`config.mk`:
```
export PLATFORM = sky130hd
export DESIGN_NAME = trng_harvester
export DESIGN_NICKNAME = d
export VERILOG_FILES = /design/src/rtl/trng_pkg.sv /design/src/rtl/trng_fifo.sv /design/src/rtl/trng_harvester.sv
export SDC_FILE = /design/constraint.sdc
export NUM_CORES = 1
export LEC_CHECK = 0
export ABC_AREA = 0
export CORE_UTILIZATION = 60
export CTS_CLUSTER_DIAMETER = 200
export DETAILED_ROUTE_END_ITERATION = 8
export GPL_TIMING_DRIVEN = 0
export PLACE_DENSITY_LB_ADDON = 0.15
export SLEW_MARGIN = 10
export SYNTH_ARGS = -nofsm -noshare
export SYNTH_HDL_FRONTEND = slang
export SYNTH_HIERARCHICAL = 1
export SYNTH_SLANG_ARGS = --single-unit
```
`constraint.sdc`:
```
create_clock -name CLK -period 9.5 [get_ports CLK]
set_input_delay 1.9 -clock CLK [delete_from_list [all_inputs] [get_ports CLK]]
set_output_delay 1.9 -clock CLK [all_outputs]
set_load 0.005 [all_outputs]
```
`src/rtl/trng_pkg.sv`:
```
// Shared constants and types for the ring-oscillator TRNG post-processing slice.
package trng_pkg;

    // Default build-time parameters of the harvester.
    localparam int DEF_N          = 30;
    localparam int DEF_WIDTH      = 8;
    localparam int DEF_SAMPLE_DIV = 4;
    localparam int DEF_REP_LIMIT  = 32;
    localparam int DEF_DEPTH      = 4;

    // Width of the saturating dropped-word counter.
    localparam int DROP_W = 16;

    // Von Neumann corrector states: waiting for the first or the second bit of a pair.
    typedef enum logic {
        IDLE       = 1'b0,
        HAVE_FIRST = 1'b1
    } vn_state_t;

    // A von Neumann pair yields a bit only when its two samples differ.
    function automatic logic vn_pair_emits(input logic first_bit, input logic second_bit);
        return first_bit ^ second_bit;
    endfunction

endpackage

```
`src/rtl/trng_fifo.sv`:
```
// Synchronous show-ahead FIFO: the head word is presented whenever the FIFO is not empty.
// DEPTH must be a power of two and at least 2. Flush has priority over push and pop.
module trng_fifo
    import trng_pkg::*;
#(
    parameter int DEPTH = DEF_DEPTH,
    parameter int WIDTH = DEF_WIDTH
)(
    input  logic             clk,
    input  logic             rst_n,
    input  logic             push,
    input  logic             pop,
    input  logic             flush,
    input  logic [WIDTH-1:0] wdata,
    output logic [WIDTH-1:0] rdata,
    output logic             full,
    output logic             empty
);

    localparam int AW = (DEPTH > 1) ? $clog2(DEPTH) : 1;
    localparam logic [AW:0] PTR_ONE = {{AW{1'b0}}, 1'b1};

    logic [WIDTH-1:0] r_mem [DEPTH];
    logic [AW:0]      r_wr_ptr;
    logic [AW:0]      r_rd_ptr;
    logic             w_do_pop;
    logic             w_do_push;

    // Pointer wrap bit distinguishes full from empty when the index bits match.
    assign empty     = (r_wr_ptr == r_rd_ptr);
    assign full      = (r_wr_ptr[AW] != r_rd_ptr[AW]) && (r_wr_ptr[AW-1:0] == r_rd_ptr[AW-1:0]);
    assign w_do_pop  = pop && !empty;
    assign w_do_push = push && (!full || w_do_pop);

    // Head word, forced to zero while empty so stale storage never leaks out.
    always_comb begin
        rdata = {WIDTH{1'b0}};
        if (!empty) begin
            rdata = r_mem[r_rd_ptr[AW-1:0]];
        end else begin
            rdata = {WIDTH{1'b0}};
        end
    end

    // Storage and pointer update; flush simply rewinds both pointers.
    always_ff @(posedge clk or negedge rst_n) begin
        if (!rst_n) begin
            r_wr_ptr <= {(AW+1){1'b0}};
            r_rd_ptr <= {(AW+1){1'b0}};
            for (int i = 0; i < DEPTH; i++) begin
                r_mem[i] <= {WIDTH{1'b0}};
            end
        end else if (flush) begin
            r_wr_ptr <= {(AW+1){1'b0}};
            r_rd_ptr <= {(AW+1){1'b0}};
        end else begin
            if (w_do_push) begin
                r_mem[r_wr_ptr[AW-1:0]] <= wdata;
                r_wr_ptr <= r_wr_ptr + PTR_ONE;
            end
            if (w_do_pop) begin
                r_rd_ptr <= r_rd_ptr + PTR_ONE;
            end
        end
    end

endmodule

```
`src/rtl/trng_harvester.sv`:
```
// TRNG post-processing: synchronise and XOR-fold the ring oscillators, decimate,
// von Neumann debias, repetition-count health test, pack into words and buffer.
module trng_harvester
    import trng_pkg::*;
#(
    parameter int N          = DEF_N,
    parameter int WIDTH      = DEF_WIDTH,
    parameter int SAMPLE_DIV = DEF_SAMPLE_DIV,
    parameter int REP_LIMIT  = DEF_REP_LIMIT,
    parameter int DEPTH      = DEF_DEPTH
)(
    input  logic              CLK,
    input  logic              RST_n,
    input  logic [N-1:0]      RO_IN,
    input  logic              EN,
    output logic [WIDTH-1:0]  RND_DATA,
    output logic              RND_VALID,
    input  logic              RND_READY,
    output logic              HEALTH_FAIL,
    output logic [DROP_W-1:0] DROP_CNT
);

    localparam int DIV_W = (SAMPLE_DIV > 1) ? $clog2(SAMPLE_DIV) : 1;
    localparam int REP_W = $clog2(REP_LIMIT + 1);
    localparam int CNT_W = (WIDTH > 1) ? $clog2(WIDTH) : 1;

    // XOR fold of all oscillator bits into a single raw bit.
    function automatic logic fold_bits(input logic [N-1:0] v);
        return ^v;
    endfunction

    logic [N-1:0]      r_s1;
    logic [N-1:0]      r_s2;
    logic              r_raw;
    logic [DIV_W-1:0]  r_div_cnt;
    vn_state_t         r_vn_state;
    logic              r_first;
    logic [WIDTH-2:0]  r_word;
    logic [CNT_W-1:0]  r_bit_cnt;
    logic [REP_W-1:0]  r_rep_cnt;
    logic              r_last;
    logic              r_health_fail;
    logic [DROP_W-1:0] r_drop_cnt;

    logic              w_strobe;
    logic [REP_W-1:0]  w_rep_next;
    logic              w_trip;
    logic              w_emit;
    logic              w_bit;
    logic [WIDTH-1:0]  w_word_next;
    logic              w_word_done;
    logic              w_hold;
    logic              w_push;
    logic              w_pop;
    logic              w_full;
    logic              w_empty;
    logic [WIDTH-1:0]  w_fifo_data;

    assign w_strobe = EN && (r_div_cnt == DIV_W'(SAMPLE_DIV - 1));

    // Two-flop synchroniser on every oscillator, then fold to one raw bit per cycle.
    always_ff @(posedge CLK or negedge RST_n) begin
        if (!RST_n) begin
            r_s1  <= {N{1'b0}};
            r_s2  <= {N{1'b0}};
            r_raw <= 1'b0;
        end else begin
            r_s1  <= RO_IN;
            r_s2  <= r_s1;
            r_raw <= fold_bits(r_s2);
        end
    end

    // Decimation counter: advances only while enabled, wraps on the sample strobe.
    always_ff @(posedge CLK or negedge RST_n) begin
        if (!RST_n) begin
            r_div_cnt <= {DIV_W{1'b0}};
        end else if (w_strobe) begin
            r_div_cnt <= {DIV_W{1'b0}};
        end else if (EN) begin
            r_div_cnt <= r_div_cnt + DIV_W'(1);
        end else begin
            r_div_cnt <= r_div_cnt;
        end
    end

    // Repetition-count next value and the trip condition on reaching the limit.
    always_comb begin
        w_rep_next = r_rep_cnt;
        w_trip     = 1'b0;
        if (w_strobe && !r_health_fail) begin
            if ((r_rep_cnt == {REP_W{1'b0}}) || (r_raw != r_last)) begin
                w_rep_next = REP_W'(1);
            end else if (r_rep_cnt < REP_W'(REP_LIMIT)) begin
                w_rep_next = r_rep_cnt + REP_W'(1);
            end else begin
                w_rep_next = r_rep_cnt;
            end
            w_trip = (w_rep_next == REP_W'(REP_LIMIT));
        end else begin
            w_rep_next = r_rep_cnt;
            w_trip     = 1'b0;
        end
    end

    // Health test state; the failure flag is sticky until the asynchronous reset.
    always_ff @(posedge CLK or negedge RST_n) begin
        if (!RST_n) begin
            r_rep_cnt     <= {REP_W{1'b0}};
            r_last        <= 1'b0;
            r_health_fail <= 1'b0;
        end else begin
            r_rep_cnt <= w_rep_next;
            if (w_strobe && !r_health_fail) begin
                r_last <= r_raw;
            end else begin
                r_last <= r_last;
            end
            if (w_trip) begin
                r_health_fail <= 1'b1;
            end else begin
                r_health_fail <= r_health_fail;
            end
        end
    end

    // Corrector output bit, packer word completion and FIFO handshake terms.
    always_comb begin
        w_emit = 1'b0;
        w_bit  = 1'b0;
        if (w_strobe && (r_vn_state == HAVE_FIRST) && vn_pair_emits(r_first, r_raw)) begin
            w_emit = 1'b1;
            w_bit  = r_first;
        end else begin
            w_emit = 1'b0;
            w_bit  = 1'b0;
        end
    end

    assign w_word_next = {r_word, w_bit};
    assign w_word_done = w_emit && (r_bit_cnt == CNT_W'(WIDTH - 1));
    // The trip edge already counts as failed so nothing is pushed or dropped there.
    assign w_hold      = r_health_fail || w_trip;
    assign w_push      = w_word_done && !w_hold;
    assign w_pop       = !w_empty && RND_READY;

    // Von Neumann pair FSM and MSB-first bit packer, both cleared while failed.
    always_ff @(posedge CLK or negedge RST_n) begin
        if (!RST_n) begin
            r_vn_state <= IDLE;
            r_first    <= 1'b0;
            r_word     <= {(WIDTH-1){1'b0}};
            r_bit_cnt  <= {CNT_W{1'b0}};
        end else if (w_hold) begin
            r_vn_state <= IDLE;
            r_first    <= 1'b0;
            r_word     <= {(WIDTH-1){1'b0}};
            r_bit_cnt  <= {CNT_W{1'b0}};
        end else if (w_strobe) begin
            case (r_vn_state)
                IDLE: begin
                    r_first    <= r_raw;
                    r_vn_state <= HAVE_FIRST;
                end
                HAVE_FIRST: begin
                    r_vn_state <= IDLE;
                end
                default: begin
                    r_vn_state <= IDLE;
                end
            endcase
            if (w_emit) begin
                r_word <= w_word_next[WIDTH-2:0];
                if (w_word_done) begin
                    r_bit_cnt <= {CNT_W{1'b0}};
                end else begin
                    r_bit_cnt <= r_bit_cnt + CNT_W'(1);
                end
            end else begin
                r_word    <= r_word;
                r_bit_cnt <= r_bit_cnt;
            end
        end else begin
            r_vn_state <= r_vn_state;
            r_first    <= r_first;
            r_word     <= r_word;
            r_bit_cnt  <= r_bit_cnt;
        end
    end

    // Saturating count of completed words discarded because the FIFO was full.
    always_ff @(posedge CLK or negedge RST_n) begin
        if (!RST_n) begin
            r_drop_cnt <= {DROP_W{1'b0}};
        end else if (w_push && w_full && !w_pop && (r_drop_cnt != {DROP_W{1'b1}})) begin
            r_drop_cnt <= r_drop_cnt + DROP_W'(1);
        end else begin
            r_drop_cnt <= r_drop_cnt;
        end
    end

    trng_fifo #(
        .DEPTH (DEPTH),
        .WIDTH (WIDTH)
    ) u_fifo (
        .clk   (CLK),
        .rst_n (RST_n),
        .push  (w_push),
        .pop   (w_pop),
        .flush (w_hold),
        .wdata (w_word_next),
        .rdata (w_fifo_data),
        .full  (w_full),
        .empty (w_empty)
    );

    assign RND_DATA    = w_fifo_data;
    assign RND_VALID   = !w_empty;
    assign HEALTH_FAIL = r_health_fail;
    assign DROP_CNT    = r_drop_cnt;

endmodule
```
### Word-level counts from Yosys, hierarchy flattened

Cells that the tools add are included.
W data, S select, Z words.

| word-level totals | value |
|---|---|
| bits in registers | 137 |
| bits of input ports | 34 |
| output and inout port bits | 26 |
| logic and storage cells | 106 |

| operators by class | value |
|---|---|
| add/subtract/negate cells | 6 |
| order comparisons | 4 |
| eq/ne operators | 9 |
| multiplexer cells | 32 |
| bitwise logic cells | 5 |
| reductions and logical operators | 32 |

Operators by type and width:

| kind | count |
|---|---|
| $bwmux W32 | 1 |
| $mux W8 | 4 |
| $reduce_xor A30 Y1 | 1 |
| $mux W3 | 8 |
| $mux W7 | 3 |
| $mux W6 | 3 |
| $add A16 B1 Y16 const B | 1 |
| $bmux W8 S2 | 1 |
| $demux W8 S2 | 1 |
| $ne A16 B16 Y1 const B | 1 |
| $logic_and A1 B1 Y1 | 14 |
| $reduce_bool A2 Y1 | 5 |
| $add A3 B1 Y3 const B | 3 |
| $mux W1 | 8 |
| $add A6 B1 Y6 const B | 1 |
| $eq A6 B6 Y1 const B | 1 |
| $ge A3 B3 Y1 const B | 2 |
| $logic_not A6 Y1 | 1 |
| $lt A6 B6 Y1 const B | 1 |
| $not A2 Y3 | 2 |
| $reduce_and A2 Y1 | 3 |
| $logic_not A1 Y1 | 5 |
| $mux W2 | 2 |
| $eq A3 B3 Y1 | 1 |
| 11 further kinds | 15 |

### Logic depth before layout (Yosys ltp)

Gate-level depths: netlist of the first run.

| logic depth | value |
|---|---|
| word-level depth | 12 |
| gate-level depth with buffers | 11 |
| mapped depth without buffers | 9 |

### By module

Netlist of the first run, hierarchy kept.

By module, submodules not included:

| module | times used | cells each | area each (sq um) | seq. area each (sq um) |
|---|---|---|---|---|
| trng_harvester | 1 | 290 | 3953.8 | 2477.4 |
| trng_fifo | 1 | 138 | 2040.7 | 950.9 |

### Worst setup path before layout of the first run

No wires, ideal clock.

| timing path | value |
|---|---|
| kind | input port to flip-flop |
| start | in EN |
| end | reg u_fifo/r_mem[24] in the netlist's numbering |
| library setup time | 125 ps |
| arrival | 3755 ps |
| setup slack | 5620 ps |
| stages on the path | 9 |
| buffers on the path | 2 |
| cells stage by stage | nand2_1 > a2111oi_2 > o221a_4 > buf_6 > buf_2 > nor2_1 > and3b_1 > o41ai_4 > mux2_2 |

| between the ends | value |
|---|---|
| word-level cells in the longest chain between the ends | 8 |

Ends and longest elaborated chain:

| element | RTL line | RTL |
|---|---|---|
| start: declaration | trng_harvester.sv:15 | `input logic EN,` |
| $logic_and A1 B1 Y1 | trng_harvester.sv:59 | `assign w_strobe = EN && (r_div_cnt == DIV_W'(SAMPLE_DIV - 1));` |
| $logic_and A1 B1 Y1 | trng_harvester.sv:91 | `if (w_strobe && !r_health_fail) begin` |
| $mux W1 | trng_harvester.sv:91 |  |
| $logic_or A1 B1 Y1 | trng_harvester.sv:143 | `assign w_hold = r_health_fail \|\| w_trip;` |
| via w_hold | trng_harvester.sv:52 | `logic w_hold;` |
| $logic_not A1 Y1 | trng_harvester.sv:144 | `assign w_push = w_word_done && !w_hold;` |
| $logic_and A1 B1 Y1 | trng_harvester.sv:144 |  |
| via w_push | trng_harvester.sv:53 | `logic w_push;` |
| $logic_and A1 B1 Y1 | trng_fifo.sv:33 | `assign w_do_push = push && (!full \|\| w_do_pop);` |
| $reduce_and A2 Y1 (no line) | -- |  |
| end signal: indexed assignment | trng_fifo.sv:51 | `r_mem[i] <= {WIDTH{1'b0}};` |
| end signal: indexed assignment | trng_fifo.sv:58 | `r_mem[r_wr_ptr[AW-1:0]] <= wdata;` |
| end: declaration | trng_fifo.sv:23 | `logic [WIDTH-1:0] r_mem [DEPTH];` |

The timed path passes the listed nets, and every way through them passes these cells.
A chain may end at the register's enable or synchronous reset.

### Worst setup path after layout of the first run

| timing path | value |
|---|---|
| start | reg u_fifo.r_rd_ptr[2] |
| end | out RND_DATA[4] |

| between the ends | value |
|---|---|
| word-level cells in the longest chain between the ends | 2 |

Ends and longest elaborated chain:

| element | RTL line | RTL |
|---|---|---|
| start: declaration | trng_fifo.sv:25 | `logic [AW:0] r_rd_ptr;` |
| start signal: assignment | trng_fifo.sv:49 | `r_rd_ptr <= {(AW+1){1'b0}};` |
| start signal: assignment | trng_fifo.sv:55 | `r_rd_ptr <= {(AW+1){1'b0}};` |
| start signal: assignment | trng_fifo.sv:62 | `r_rd_ptr <= r_rd_ptr + PTR_ONE;` |
| $eq A3 B3 Y1 | trng_fifo.sv:30 | `assign empty = (r_wr_ptr == r_rd_ptr);` |
| via w_empty | trng_harvester.sv:56 | `logic w_empty;` |
| $mux W8 | trng_fifo.sv:38 | `if (!empty) begin` |
| end: declaration | trng_harvester.sv:16 | `output logic [WIDTH-1:0] RND_DATA,` |

The timed path passes the listed nets, and every way through them passes these cells.

==> flow_metrics.py, run 1 <==
metrics = {
    "cts": {
        "cts_tree": "yes",
        "clk_pin_slew_ns": 0.06,
        "cts_root_buf": "clkbuf_8",
        "htreeDepth": 4,
        "hold_buffers": 0,
        "cts_setup_buffers": 0,
        "clk_path_buf_depth": 2,
        "clkLatencyLatePin_ns": 0.52,
        "cts_sinks": 137,
        "cts_buffers": 17,
        "post_cts_resized": 0,
    },
    "cells_and_area": {
        "finalNetCount": 552,
        "fillCellCount": 671,
        "final_area_sq_mm": 0.007326,
        "ff_latch_area_sq_mm": 0.003428,
        "stdcell_count": 653,
        "multi_input_area_sq_mm": 0.002440,
        "area_growth_pct": 22.21,
        "antenna_cells": 0,
        "drive_gt1_share_pct": 20.58,
    },
    "synth": {
        "syn_inst": 428,
        "syn_area_sq_mm": 0.005994,
        "synth_seq_cells": 137,
        "synth_cell_types": 55,
        "syn-num-nets": 473,
        "ys_seq_area_share_pct": 57.19,
        "synth_edf_count": 0,
        "synth_flop_cell": "dfrtp_1",
        "postSynthAreaPerCell_sq_um": 14.01,
        "async_flop_share_pct": 100.0,
        "yosysWarnings": 6,
    },
    "setup_path": {
        "rrSetupSlack_ns": 5.70,
        "crit_path_cell_trace": "xnor2_2 -> and3_1 -> clkbuf_1 -> nor2b_1 -> clkdlybuf4s50_1",
        "cp.required_ns": 7.60,
        "start_kind": "register",
        "cp_slowest_stage_delay_ns": 0.66,
        "crit_path_end_kind": "primary output",
        "path_max_fanout": 10,
        "crit_family": "buffers and inverters",
        "crit_arrival_ns": 2.93,
        "path_buf_inv": 2,
        "cpMaxStageDelayCell": "xnor2_2",
        "path_class": "register to primary output",
    },
    "timing": {
        "finalCritPeriodShare_pct": 50.80,
        "tightest_slew_ns": 0.9691,
        "fin_tns_setup_ns": 0,
        "fmax_mhz": 207.2,
        "relSlewSlack_pct": 35.16,
        "period_needed_ns": 4.826,
        "setup_viol": 0,
        "fin_skew_ns": 0.008651,
        "hold_viol_final": 0,
        "timing.hold.ws_ns": 0.3469,
        "slew_viol_final": 0,
        "grt_setup_unrepaired": "no",
    },
    "route": {
        "drt-pass1-iter-count": 4,
        "ant_nets": 0,
        "vias_per_cell": 5.342,
        "routedWlPerCell_um": 14.84,
        "route.vias.total": 3488,
        "drc_errors": 0,
        "drt_wl_total_um": 9690,
        "drt_iter0_markers": 167,
    },
    "grt": {
        "overflow": 0,
        "grt_pass1_vias": 3431,
        "antenna_found_initial": 0,
        "grt_first_pass_wirelength_um": 16620,
        "grt_max_degree": 79,
        "grtUsageTotal_pct": 21.74,
    },
    "placement": {
        "place_area_sq_mm": 0.006780,
        "io_buffers": 59,
        "finalWeightedCongestion": 0.8052,
        "place_inst": 621,
        "hpwl_um": 6323,
    },
    "worst_hold_path": {
        "hold_path_class": "register to register",
    },
    "die": {
        "dieArea_sq_mm": 0.01039,
        "pin_count": 60,
        "rows": 36,
        "fp.dieH_um": 102.0,
        "fp.dieW_um": 102.0,
        "core_area_sq_mm": 0.009729,
        "start_util_pct": 61.61,
    },
    "status": {
        "status": "complete, no violations",
    },
    "power_and_ir_drop": {
        "irDropWorstVdd_uv": 136.4,
        "power.density_mw_per_mm2": 217.6,
        "p_leak_uw": 0.003291,
    },
    "job": {
        "drv_cap": 0,
    },
}
kinds of logic (layout without fill, tap and decap cells):
kind of cell    after synthesis  count (layout)  share of synthesized area (%)
flops                       137             137                          57.19
simple gates                115             115                          12.29
compound gates               31              31                          5.156
xor+xnor                     53              53                          8.307
fa+ha+maj                    11              11                          2.296
buf+inv                      21             113                          2.108
mux                          60              60                          12.65
flip-flops by register name, indices dropped and copies added, names as in the netlist:
name,flops
u_fifo/r_mem,32
r_raw,1
r_vn_state,1
DROP_CNT,16
r_bit_cnt,3
HEALTH_FAIL,1
u_fifo/r_rd_ptr,3
r_div_cnt,2
r_first,1
r_s1,30
r_word,7
r_last,1
u_fifo/r_wr_ptr,3
r_rep_cnt,6
r_s2,30
final timing paths:
kind / startpoint / end / depth (start not counted)
min in group asynchronous: RST_n / u_fifo/r_mem[31] / 1
worst min register to register: r_s1[7] / r_s2[7] / 0
worst max-delay path: u_fifo/r_rd_ptr[2] / RND_DATA[4] / 5
worst min-delay path: r_s1[7] / r_s2[7] / 0
worst max register to register: u_fifo/r_rd_ptr[2] / u_fifo/r_mem[30] / 8
max in group asynchronous: RST_n / r_rep_cnt[5] / 2
metrics by stage:
step	utilization [%]	power, uW	worst slack [ns]
floorplan	-	919.8	5.620
global placement	69.39	991.1	1.507
detailed placement	69.69	1011	4.566
CTS	75.30	1613	4.659
global route	75.30	1684	4.558
finish	75.30	1594	4.674
cell type report:
class | count | share of cell area [%]
multi-input combinational | 270 | 33.30
tap | 133 | 2.272
clock buffer | 20 | 5.807
buffer | 14 | 1.366
inverter | 7 | 0.3587
sequential | 137 | 46.80
timing repair buffer | 60 | 8.454
clock inverter | 12 | 1.640
per-layer routing:
layer	GRT usage, %	part of all wire [%]	up-vias
met1	27.16	44	1725
met5	0	0	-
li1	-	-	1665
met2	36.43	51	89
met3	5.609	3.9	9
met4	8.901	1.2	0
power by group:
group	internal, uW	switching [uW]
registers	635	48.6
logic	137	179
clock network	350	244
total	1120	471
Yosys cell counts, drive strengths merged, types with 6 or more instances:
library cell    n  share of area [%]
nand2          15               0.94
buf             9                1.4
nor3            9                1.0
dfrtp         137                 57
xor2           22                3.7
xnor2          31                4.7
mux4            8                3.0
nand2b          8               0.83
nor2           23                1.4
ha             11                2.3
o21ai          10               0.83
mux2i          12                2.0
inv             7               0.44
mux2           40                7.6
nor2b          12                1.3
nand3          12                1.0
and3            6               0.63
cells in the final DEF (no fill, tap or decap), types with 3 or more instances in the layout:
master and count:
nor4b_2 3, clkinv_4 3, mux4_2 8, mux2_2 30, a21oi_1 4, a31oi_1 3, mux2_1 8, nand3_1 12
inv_1 7, nand2b_1 8, o41ai_4 4, and3b_1 4, mux2i_1 12, xnor2_1 30, clkdlybuf4s50_1 58, nand2_1 15
xor2_1 20, nand4_1 3, ha_1 11, clkbuf_16 16, nor2b_1 12, clkinvlp_4 4, buf_2 4, buf_6 4
clkbuf_1 8, o21ai_0 10, dfrtp_1 137, nor3_1 6, nor3_2 3, nor2_1 23, nor4_2 5, and3_1 6
No activity file was read; power rests on OpenSTA's default activity.
==> run 2, diff against run 1 <==
--- a/config.mk
+++ b/config.mk
@@ -6,7 +6,7 @@
 export NUM_CORES = 1
 export LEC_CHECK = 0
 export ABC_AREA = 0
-export CORE_UTILIZATION = 60
+export CORE_UTILIZATION = 57
 export CTS_CLUSTER_DIAMETER = 200
 export DETAILED_ROUTE_END_ITERATION = 8
 export GPL_TIMING_DRIVEN = 0
==> constraint.sdc (replaced) <==
create_clock -name CLK -period 4.75 [get_ports CLK]
set_input_delay 0.95 -clock CLK [delete_from_list [all_inputs] [get_ports CLK]]
set_output_delay 0.95 -clock CLK [all_outputs]
set_load 0.005 [all_outputs]
==> flow_metrics.py, run 2 (synthesis results as in run 1) <==
metrics = {
    "cts": {
        "hold_buffers": 0,
        "cts_setup_buffers": 0,
        "cts_tree": "yes",
        "cts_sinks": 137,
        "htreeDepth": 4,
        "cts_buffers": 17,
        "post_cts_resized": 0,
        "clkLatencyLatePin_ns": 0.51,
        "cts_root_buf": "clkbuf_8",
        "clk_pin_slew_ns": 0.06,
        "clk_path_buf_depth": 2,
    },
    "grt": {
        "antenna_found_initial": 0,
        "grtUsageTotal_pct": 19.97,
        "grt_pass1_vias": 3536,
        "overflow": 0,
        "grt_max_degree": 90,
        "grt_first_pass_wirelength_um": 16730,
    },
    "route": {
        "drc_errors": 0,
        "drt_wl_total_um": 9661,
        "drt_iter0_markers": 115,
        "ant_nets": 0,
        "route.vias.total": 3444,
        "routedWlPerCell_um": 14.77,
        "vias_per_cell": 5.266,
        "drt-pass1-iter-count": 4,
    },
    "cells_and_area": {
        "largest-register": "u_fifo/r_mem",
        "drive_gt1_share_pct": 20.85,
        "final_common_cell": "dfrtp_1",
        "area_growth_pct": 23.02,
        "reg_top3": "u_fifo/r_mem x32, r_s1 x30, r_s2 x30",
        "antenna_cells": 0,
        "final_area_sq_mm": 0.007375,
        "final_cell_mix": "137 x dfrtp_1, 58 x clkdlybuf4s50_1, 30 x xnor2_1, 30 x mux2_2, 23 x nor2_1",
        "largest_reg_flops": 32,
        "finalNetCount": 552,
    },
    "timing": {
        "hold_viol_final": 0,
        "setup_viol": 0,
        "fmax_mhz": 260.3,
        "tightest_slew_ns": 0.9834,
        "timing.hold.ws_ns": 0.3454,
        "grt_setup_unrepaired": "no",
        "fin_tns_setup_ns": 0,
        "period_needed_ns": 3.842,
        "worst_slack_ns": 0.9075,
        "relSlewSlack_pct": 34.20,
        "slew_viol_final": 0,
        "finalCritPeriodShare_pct": 80.89,
        "fin_skew_ns": 0.01026,
    },
    "die": {
        "fp.dieH_um": 104.6,
        "pin_count": 60,
        "dieArea_sq_mm": 0.01093,
        "core_area_sq_mm": 0.01028,
        "fp.dieW_um": 104.6,
        "start_util_pct": 58.33,
        "rows": 37,
    },
    "setup_path": {
        "rrSetupSlack_ns": 0.98,
        "cpMaxStageDelayCell": "xnor2_2",
        "cp_slowest_stage_delay_ns": 0.64,
        "cp.required_ns": 3.80,
        "path_max_fanout": 10,
        "reg2reg_depth": 8,
        "r2r-end": "u_fifo/r_mem[1]",
        "start_kind": "register",
        "crit_arrival_ns": 2.89,
        "path_class": "register to primary output",
        "crit_path_cell_trace": "xnor2_2 -> and3_1 -> clkbuf_1 -> nor2b_1 -> clkdlybuf4s50_1",
        "r2r_start": "u_fifo/r_rd_ptr[2]",
        "crit_path_end_kind": "primary output",
    },
    "worst_hold_path": {
        "hold_path_depth": 0,
        "min-delay-start": "r_s1[25]",
        "worst_hold_path.endpoint": "r_s2[25]",
        "hold_path_class": "register to register",
    },
    "power_and_ir_drop": {
        "p_leak_uw": 0.003307,
        "pwr-share-seq_pct": 41.7,
        "p_int_uw": 2364,
        "p_switching_uw": 920.9,
        "combPwrFrac_pct": 19.0,
        "power_uw": 3285,
        "clkPwrFrac_pct": 39.3,
        "power.density_mw_per_mm2": 445.5,
        "irDropWorstVdd_uv": 322.2,
        "swShare_pct": 28.03,
    },
    "placement": {
        "hpwl_um": 6288,
        "dp_slack_ns": 0.8097,
        "finalWeightedCongestion": 0.8131,
        "place_area_sq_mm": 0.006784,
        "io_buffers": 59,
    },
    "status": {
        "status": "complete, no violations",
    },
    "job": {
        "drv_cap": 0,
    },
}
run 2: power groups by stage:
stage	sequential, uW	combinational, uW	clock [uW]
after CTS	1370	633	1320
after floorplan	1360	479	0
after global routing	1390	693	1380
final	1370	624	1290
after detailed placement	1390	631	0
after global placement	1380	605	0
run 2: how the worst max path moves through the flow:
stage | startpoint | to | slack, ns | depth (start not counted)
2_1_floorplan | u_fifo/r_rd_ptr[2] | u_fifo/r_mem[24] | 1.73 | 8
3_3_place_gp | RST_n | r_s1[0] | -2.33 | 1
3_5_place_dp | EN | u_fifo/r_mem[24] | 0.81 | 10
4_1_cts | u_fifo/r_rd_ptr[2] | RND_DATA[1] | 0.88 | 5
5_1_grt | u_fifo/r_rd_ptr[2] | u_fifo/r_mem[0] | 0.72 | 8
6_report | u_fifo/r_rd_ptr[2] | RND_DATA[1] | 0.91 | 5
run 2: layer usage:
metal / wire (um) / track usage (%)
met2: 4965 / 32.17
met5: 0 / 0
met1: 4285 / 25.47
met4: 92 / 8.469
met3: 317 / 5.614
run 2: worst max-delay path, delay by kind of cell, from the launching register on:
family,cells,cell delay [ns]
XOR/XNOR,1,0.64
buffers and inverters,2,0.92
AND/OR/NAND/NOR,2,0.42
flip-flops,1,0.41
run 2: cell type report:
| class | instances | area (sq um) |
|---|---|---|
| Buffer | 14 | 100.1 |
| Inverter | 7 | 26.28 |
| Fill cell | 699 | 2903 |
| Clock inverter | 11 | 148.9 |
| Tap cell | 136 | 170.2 |
| Multi-Input combinational cell | 270 | 2440 |
| Clock buffer | 19 | 441.7 |
| Timing Repair Buffer | 60 | 619.3 |
| Sequential cell | 137 | 3428 |
run 2: stage by stage:
step | instances | util (%)
finish | 654 | 71.76
CTS | 654 | 71.76
global route | 654 | 71.76
detailed placement | 624 | 66.01
floorplan | 428 | -
global placement | 623 | 65.73
==> run 3, diff against run 2 <==
==> constraint.sdc (replaced) <==
create_clock -name CLK -period 4 [get_ports CLK]
set_input_delay 0.8 -clock CLK [delete_from_list [all_inputs] [get_ports CLK]]
set_output_delay 0.8 -clock CLK [all_outputs]
set_load 0.005 [all_outputs]
==> flow_metrics.py, run 3 (synthesis results as in run 1) <==
metrics = {
    "cells_and_area": {
        "reg_top3": "u_fifo/r_mem x32, r_s1 x30, r_s2 x30",
        "final_cell_mix": "137 x dfrtp_1, 58 x clkdlybuf4s50_1, 30 x xnor2_1, 30 x mux2_2, 23 x nor2_1",
        "multi_input_area_sq_mm": 0.002440,
        "fillCellCount": 699,
        "drive_gt1_share_pct": 20.85,
        "fin_util_pct": 71.76,
        "ff_latch_area_sq_mm": 0.003428,
        "antenna_cells": 0,
        "largest-register": "u_fifo/r_mem",
        "largest_reg_flops": 32,
        "finalNetCount": 552,
        "final_common_cell": "dfrtp_1",
        "area_growth_pct": 23.02,
    },
    "die": {
        "start_util_pct": 58.33,
        "rows": 37,
        "pin_count": 60,
        "dieArea_sq_mm": 0.01093,
        "fp.dieW_um": 104.6,
        "core_area_sq_mm": 0.01028,
        "fp.dieH_um": 104.6,
    },
    "route": {
        "vias_per_cell": 5.275,
        "wl_met2_um": 4974,
        "drt_iter0_markers": 115,
        "ant_nets": 0,
        "wl_met1_um": 4255,
        "drc_errors": 0,
        "dr.max_layer_used": "met4",
        "routedWlPerCell_um": 14.74,
        "route.vias.total": 3450,
        "met3_length_um": 320,
        "drt-pass1-iter-count": 4,
        "drt_wl_total_um": 9643,
    },
    "timing": {
        "finalCritPeriodShare_pct": 93.79,
        "period_needed_ns": 3.752,
        "relSlewSlack_pct": 34.19,
        "grt_setup_unrepaired": "no",
        "timing.hold.ws_ns": 0.2108,
        "slew_viol_final": 0,
        "tightest_slew_ns": 0.9834,
        "fin_skew_ns": 0.01051,
        "worst_slack_ns": 0.2485,
        "hold_viol_final": 0,
        "setup_viol": 0,
        "fmax_mhz": 266.6,
    },
    "grt": {
        "grt_pass1_vias": 3536,
        "overflow": 0,
        "grt_first_pass_wirelength_um": 16730,
        "grtUsageTotal_pct": 19.97,
        "grt_max_degree": 90,
        "antenna_found_initial": 0,
    },
    "worst_hold_path": {
        "hold_path_class": "input pin to asynchronous set/reset pin",
    },
    "setup_path": {
        "crit_path_end_kind": "register",
        "crit_arrival_ns": 4.14,
        "cp.required_ns": 4.39,
        "path_max_fanout": 10,
        "rrSetupSlack_ns": 0.25,
        "start_kind": "register",
        "path_class": "register to register",
    },
    "cts": {
        "cts_tree": "yes",
        "clk_pin_slew_ns": 0.06,
        "htreeDepth": 4,
        "clkLatencyLatePin_ns": 0.51,
        "cts_setup_buffers": 0,
        "clk_path_buf_depth": 2,
        "cts_buffers": 17,
        "cts_sinks": 137,
        "post_cts_resized": 0,
        "cts_root_buf": "clkbuf_8",
    },
    "power_and_ir_drop": {
        "power.density_mw_per_mm2": 528.7,
        "pwr-share-seq_pct": 41.7,
        "p_int_uw": 2808,
        "p_switching_uw": 1091,
        "combPwrFrac_pct": 19.0,
        "clkPwrFrac_pct": 39.3,
        "irDropWorstVdd_uv": 382.6,
        "swShare_pct": 27.99,
        "p_leak_uw": 0.003307,
    },
    "job": {
        "drv_cap": 0,
    },
    "placement": {
        "finalWeightedCongestion": 0.8131,
        "dp_slack_ns": 0.2097,
        "io_buffers": 59,
        "hpwl_um": 6288,
    },
    "status": {
        "status": "complete, no violations",
    },
}
run 3: cell counts in the layout (fill, tap and decap cells not counted):
Identical to the previous run, type by type.
run 3: layer usage:
metal  up-vias  global-route usage [%]
met5         -                       0
met4         0                   8.469
met3        11                   5.614
met2        76                   32.17
met1      1708                   25.47
li1       1655                       -
run 3: metrics by stage:
| stage | instance area [sq um] | TNS [ns] | std cells | power, uW |
|---|---|---|---|---|
| finish | 7375 | 0 | 654 | 3899 |
| global route | 7375 | 0 | 654 | 4112 |
| global placement | 6755 | -400.29 | 623 | 2357 |
| detailed placement | 6784 | 0 | 624 | 2395 |
| CTS | 7375 | 0 | 654 | 3943 |
| floorplan | 5995 | 0 | 428 | 2184 |
run 3: power by group through the flow:
stage	sequential (uW)	combinational, uW	clock (uW)
2_1_floorplan	1620	568	0
3_3_place_gp	1640	718	0
3_5_place_dp	1650	749	0
4_1_cts	1630	752	1570
5_1_grt	1650	823	1640
6_report	1630	740	1530
run 3: worst paths after layout:
path | start | to | cells after the start
max reg2reg | u_fifo/r_rd_ptr[2] | u_fifo/r_mem[22] | 8
max in group asynchronous | RST_n | r_div_cnt[0] | 2
min | RST_n | u_fifo/r_mem[31] | 1
min reg2reg | r_s1[25] | r_s2[25] | 0
min in group CLK | r_s1[25] | r_s2[25] | 0
max | u_fifo/r_rd_ptr[2] | u_fifo/r_mem[22] | 8
run 3: cell type report:
type                       instances  share of cell area (%)
tap                              136                   2.307
sequential                       137                   46.49
multi-input combinational        270                   33.08
timing repair buffer              60                   8.398
inverter                           7                  0.3563
clock buffer                      19                   5.989
clock inverter                    11                   2.019
buffer                            14                   1.357
run 3: worst max-delay path: stages, from the launching register on:
cell and delay (ns):
dfrtp_1 0.41, xnor2_2 0.64, and3_1 0.27, clkbuf_1 0.44
nand2b_1 0.28, inv_1 0.06, clkbuf_1 0.29, o41ai_4 0.84
mux2_2 0.42
run 3: repair_timing:
| action | CTS | global route |
|---|---|---|
| endpoints found under the hold margin | 0 | 0 |
| hold buffers | 0 | 0 |
| setup endpoints to repair | 0 | 8 |
